### config.mk
export PLATFORM = sky130hd
export DESIGN_NAME = play_sched
export DESIGN_NICKNAME = d
export VERILOG_FILES = /design/src/rtl/play_pkg.sv /design/src/rtl/rr_arb4.sv /design/src/rtl/play_sched.sv
export SDC_FILE = /design/constraint.sdc
export NUM_CORES = 1
export LEC_CHECK = 0
export CAP_MARGIN = 25
export CORE_ASPECT_RATIO = 1.75
export CORE_MARGIN = 4
export CORE_UTILIZATION = 45
export DETAILED_ROUTE_END_ITERATION = 16
export PLACE_DENSITY_LB_ADDON = 0.2
export SYNTH_ARGS = -nofsm -noshare
export SYNTH_HDL_FRONTEND = slang
export SYNTH_SLANG_ARGS = --single-unit
### constraint.sdc
create_clock -name clk -period 2.75 [get_ports clk]
set_input_delay 0.825 -clock clk [delete_from_list [all_inputs] [get_ports clk]]
set_output_delay 0.825 -clock clk [all_outputs]
set_load 0.01 [all_outputs]
### src/rtl/play_pkg.sv
// Shared definitions for the play scheduler: state encoding, requester count
// and default timing parameters.
package play_pkg;

  localparam int N_REQ        = 4;
  localparam int DEF_BEAT_LEN = 4;
  localparam int DEF_GAP_CYC  = 2;

  typedef enum logic [1:0] {
    ST_IDLE  = 2'd0,
    ST_START = 2'd1,
    ST_PLAY  = 2'd2,
    ST_GAP   = 2'd3
  } state_t;

endpackage

### src/rtl/rr_arb4.sv
// Combinational round-robin pick over four requesters, scanning upward from
// the requester after the last owner.
module rr_arb4
  import play_pkg::*;
(
  input  logic [N_REQ-1:0] req,
  input  logic [1:0]       last,
  output logic [N_REQ-1:0] gnt,
  output logic [1:0]       idx,
  output logic             valid
);

  logic [1:0] cand_s;
  logic       hit_s;

  // First asserted request at or after last+1 (mod 4) wins
  always_comb begin
    gnt    = {N_REQ{1'b0}};
    idx    = 2'd0;
    valid  = 1'b0;
    cand_s = 2'd0;
    hit_s  = 1'b0;
    for (int i = 1; i <= N_REQ; i++) begin
      cand_s = last + 2'(i);
      hit_s  = req[cand_s] & ~valid;
      gnt    = gnt | ({{(N_REQ-1){1'b0}}, hit_s} << cand_s);
      idx    = hit_s ? cand_s : idx;
      valid  = valid | hit_s;
    end
  end

endmodule

### src/rtl/play_sched.sv
// Play scheduler: grants one requester at a time to the shared beat counter.
// Optional feature: define PLAY_PREEMPT_EN to let requester 0 preempt playback.
module play_sched
  import play_pkg::*;
#(
  parameter int BEAT_LEN = DEF_BEAT_LEN,
  parameter int GAP_CYC  = DEF_GAP_CYC
) (
  input  logic             clk,
  input  logic             rst,
  input  logic [N_REQ-1:0] req,
  input  logic [N_REQ-1:0] loop_req,
  input  logic             stop,
  input  logic [7:0]       ibeat,
  output logic             play,
  output logic             loop,
  output logic [N_REQ-1:0] grant,
  output logic [1:0]       track,
  output logic [N_REQ-1:0] done,
  output logic [N_REQ-1:0] abort,
  output logic             busy
);

  localparam logic [7:0] BEAT_END = 8'(BEAT_LEN);
  localparam logic [7:0] GAP_LAST = (GAP_CYC > 0) ? 8'(GAP_CYC - 1) : 8'd0;

  state_t           state_r;
  logic [1:0]       last_r;
  logic [7:0]       gap_cnt_r;
  logic [N_REQ-1:0] arb_gnt_s;
  logic [1:0]       arb_idx_s;
  logic             arb_valid_s;
  logic             waiters_s;
  logic             loop_s;
  logic             beat_end_s;
`ifdef PLAY_PREEMPT_EN
  logic             req0_prev_r;
  logic             preempt_s;
`endif

  rr_arb4 u_arb (
    .req   (req),
    .last  (last_r),
    .gnt   (arb_gnt_s),
    .idx   (arb_idx_s),
    .valid (arb_valid_s)
  );

  // Looping is only allowed while nobody else is waiting
  always_comb begin
    waiters_s  = |(req & ~grant);
    loop_s     = loop_req[track] & ~waiters_s;
    beat_end_s = (ibeat == BEAT_END);
`ifdef PLAY_PREEMPT_EN
    preempt_s  = req[0] & ~req0_prev_r & (track != 2'd0);
`endif
  end

  // Scheduler FSM with registered outputs
  always_ff @(posedge clk or posedge rst) begin
    if (rst) begin
      state_r   <= ST_IDLE;
      last_r    <= 2'd3;
      gap_cnt_r <= 8'd0;
      grant     <= {N_REQ{1'b0}};
      track     <= 2'd0;
      play      <= 1'b0;
      loop      <= 1'b0;
      done      <= {N_REQ{1'b0}};
      abort     <= {N_REQ{1'b0}};
      busy      <= 1'b0;
`ifdef PLAY_PREEMPT_EN
      req0_prev_r <= 1'b0;
`endif
    end else begin
      play  <= 1'b0;
      done  <= {N_REQ{1'b0}};
      abort <= {N_REQ{1'b0}};
`ifdef PLAY_PREEMPT_EN
      req0_prev_r <= req[0];
`endif
      case (state_r)
        ST_IDLE: begin
          if (arb_valid_s && !stop) begin
            state_r <= ST_START;
            grant   <= arb_gnt_s;
            track   <= arb_idx_s;
            last_r  <= arb_idx_s;
            play    <= 1'b1;
            busy    <= 1'b1;
          end else begin
            grant <= {N_REQ{1'b0}};
            busy  <= 1'b0;
          end
          loop <= 1'b0;
        end
        // The counter still holds its previous value here, so ibeat is ignored
        ST_START: begin
          if (stop) begin
            abort     <= grant;
            state_r   <= ST_GAP;
            grant     <= {N_REQ{1'b0}};
            loop      <= 1'b0;
            gap_cnt_r <= 8'd0;
          end else begin
            state_r <= ST_PLAY;
            loop    <= loop_s;
          end
        end
        ST_PLAY: begin
          if (stop) begin
            abort     <= grant;
            state_r   <= ST_GAP;
            grant     <= {N_REQ{1'b0}};
            loop      <= 1'b0;
            gap_cnt_r <= 8'd0;
`ifdef PLAY_PREEMPT_EN
          end else if (preempt_s) begin
            abort   <= grant;
            state_r <= ST_START;
            grant   <= {{(N_REQ-1){1'b0}}, 1'b1};
            track   <= 2'd0;
            last_r  <= 2'd0;
            play    <= 1'b1;
            loop    <= 1'b0;
`endif
          end else if (!req[track]) begin
            state_r   <= ST_GAP;
            grant     <= {N_REQ{1'b0}};
            loop      <= 1'b0;
            gap_cnt_r <= 8'd0;
          end else if (beat_end_s && !loop_s) begin
            done      <= grant;
            state_r   <= ST_GAP;
            grant     <= {N_REQ{1'b0}};
            loop      <= 1'b0;
            gap_cnt_r <= 8'd0;
          end else begin
            loop <= loop_s;
          end
        end
        ST_GAP: begin
          loop <= 1'b0;
          if (gap_cnt_r >= GAP_LAST) begin
            state_r   <= ST_IDLE;
            busy      <= 1'b0;
            gap_cnt_r <= 8'd0;
          end else begin
            gap_cnt_r <= gap_cnt_r + 8'd1;
          end
        end
        default: begin
          state_r   <= ST_IDLE;
          grant     <= {N_REQ{1'b0}};
          loop      <= 1'b0;
          busy      <= 1'b0;
          gap_cnt_r <= 8'd0;
        end
      endcase
    end
  end

endmodule

==> results.tsv <==
metric	value	unit
fp-row-count	29	
cts_root_buf	clkbuf_8	
clk_pin_slew	60	ps
worstSetupStartpointType	primary input	
place_area	0.00215	mm^2
critPathTopFamily	buffers and inverters	
drt_iter0_drc	34	
grt_util_all_layers	19.6	%
grt_max_degree	30	
p_per_area	891	mW/mm^2
final_cell_area	0.00229	mm^2
num_vias	1452	
rsz0062_at_grt	no	
max_clock_freq	0.398	GHz
first_pass_iters	4	
ys_seq_area_share	43.6	%
relSlewSlack	65.5	%
syn_area_per_cell	10.3	um^2
hpwlAfterDp	3310	um
fillers	298	
ys_warn_count	0	
synthesis.area	0.00167	mm^2
setup_violations	0	
detail_route.wl_per_cell	15.5	um
ys.flop_type	dfrtp_1	
drv_slew	0	
num-nets-final	243	
hold_viol	0	
viasPerCell	5.54	
htree_num_levels	2	
worstPathArrival	2710	ps
worstPathCellList	clkdlybuf4s50_1, mux4_2, and3b_1, buf_4, nor2_1, o2111ai_1, a22oi_1	
r2r_cells	4	
grt_first_pass_wirelength	6790	um
status	complete, no violations	
worstSkewPairLatency	280	ps
stdcell_count	262	
postRouteAntennaNets	0	
fin_crit_sh	91.4	%
die_y	88.6	um
crit_fanout	6	
synth_cell_type_count	43	
drc	0	
leakage	0.00106	uW
path_buf_inv	2	
synth.ff_latch_count	29	
path_class	primary input to flip-flop	
die-area	0.00479	mm^2
end_kind	flip-flop	
overflow	0	
ctsHoldBuffers	0	
clockBufferDepth	2	
placedCellCount	254	
grt_pass1_vias	1564	
whs_path_depth	2	
max_cap_violations	0	
tns	0	ps
fin_skew	6.98	ps
crit_cells	7	
cts_buffers	5	
synth_cells	162	
async_flop_share	100	%
critPathSlowestCell	mux4_2	
routed_wirelength	4060	um
finalPower	2040	uW
ctsResizeCount	0	
io_buffers	35	
gp_congestion	0.808	
vdd.ir_drop.worst	0.000752	V
tightest_slew	511	ps
critPathRequiredTime	2940	ps
ios	36	
clock_sinks	29	
cts_tree	yes	
initial_core_util	46.5	%
syn2layout_area_growth	36.9	%
layout-drive-gt1-share	19.4	%
core	0.00359	mm^2
hold_class	flip-flop to flip-flop	
hold_ws	495	ps
antenna_found_initial	0	
max_stage_delay	510	ps
diodes	0	
synth_edf_count	0	
timing.final.crit_period	2510	ps
post-cts-setup-buffer-count	0	
synth.net_count	190	
die_w	54.1	um
[cells in the final DEF (no fill, tap or decap), types with 7 or more instances in the layout]
cell type	instances
ha_1	9
a21oi_1	10
clkdlybuf4s50_1	35
nor2_1	14
and3_1	7
dfrtp_1	27
buf_4	18
inv_1	16
nand2_1	7
[kinds of logic after synthesis]
| kind of cell | Yosys count | synth area share [%] |
|---|---|---|
| and+or+nand+nor | 53 | 17.1 |
| AOI/OAI and AO/OA | 39 | 17.4 |
| DFF | 29 | 43.6 |
| buffers and inverters | 23 | 7.19 |
| muxes | 9 | 8.01 |
| adders and majority gates | 9 | 6.74 |
[registers in the layout (all words and copies together) (netlist names)]
register	cells
track	2
grant	4
gap_cnt_r	8
loop	1
busy	1
done	4
last_r	2
abort	4
state_r	2
play	1
[per-layer routing]
| metal | vias up | share of wire, % | global-route usage, % |
|---|---|---|---|
| li1 | 678 | - | - |
| met1 | 723 | 34 | 18.3 |
| met2 | 35 | 58 | 36.8 |
| met3 | 16 | 3.0 | 3.88 |
| met4 | 0 | 4.2 | 12.0 |
| met5 | - | 0 | 0 |
[final timing paths]
check | start | end | slack (ps)
worst max-delay path | req[3] | gap_cnt_r[3]$_DFFE_PP0P_ | 240
worst min-delay path | gap_cnt_r[7]$_DFFE_PP0P_ | gap_cnt_r[7]$_DFFE_PP0P_ | 500
worst max register to register | track[0]$_DFFE_PP0P_ | gap_cnt_r[1]$_DFFE_PP0P_ | 730
worst min register to register | gap_cnt_r[7]$_DFFE_PP0P_ | gap_cnt_r[7]$_DFFE_PP0P_ | 500
max in group asynchronous | rst | last_r[1]$_DFFE_PP1P_ | 1510
min in group asynchronous | rst | grant[2]$_DFFE_PP0P_ | 920
[layout make-up]
cell class | count | area (um^2) | share of cell area [%]
sequential | 29 | 728 | 31.8
clock inverter | 3 | 65.1 | 2.84
inverter | 16 | 60.1 | 2.62
timing repair buffer | 53 | 485 | 21.2
tap | 46 | 57.6 | 2.52
clock buffer | 5 | 68.8 | 3.01
multi-input combinational | 110 | 823 | 36.0
[worst register-to-register path, cell delays in order, from the launching register on]
cell,delay [ps]
dfrtp_1,440
mux4_1,640
a21o_1,290
a21oi_4,230
mux2_4,320
[cell usage after synthesis (all sizes together), types with 2 or more instances]
| library cell | n | share of area, % |
|---|---|---|
| inv | 16 | 3.6 |
| dfstp | 2 | 3.1 |
| o2111ai | 2 | 1.0 |
| a22oi | 3 | 1.3 |
| o22ai | 3 | 1.1 |
| o21a | 3 | 1.3 |
| o21ai | 6 | 2.0 |
| a21oi | 12 | 4.5 |
| ha | 9 | 6.7 |
| nor2 | 14 | 3.1 |
| a21o | 3 | 1.3 |
| mux4 | 2 | 2.9 |
| nand2 | 7 | 1.6 |
| clkbuf | 2 | 0.45 |
| nand3 | 2 | 0.60 |
| buf | 5 | 3.1 |
| dfrtp | 27 | 40 |
| and3 | 9 | 3.5 |
| a211oi | 2 | 0.90 |
| or2b | 3 | 1.3 |
| nor4 | 4 | 1.5 |
| nor2b | 5 | 1.9 |
| nor3 | 3 | 0.90 |
| mux2 | 6 | 4.5 |
[power by group]
part	switching (uW)	total (uW)	internal [uW]
clock	163	522	360
combinational	428	869	441
sequential	119	647	527
[stage by stage]
stage | worst slack, ps | util (%)
final | 236 | 63.7
after global routing | 128 | 63.7
after CTS | 263 | 63.7
after detailed placement | -36.0 | 60.0
after global placement | 6.36 | 60.0
after floorplan | 338 | -
(Power assumes the default switching activity.)
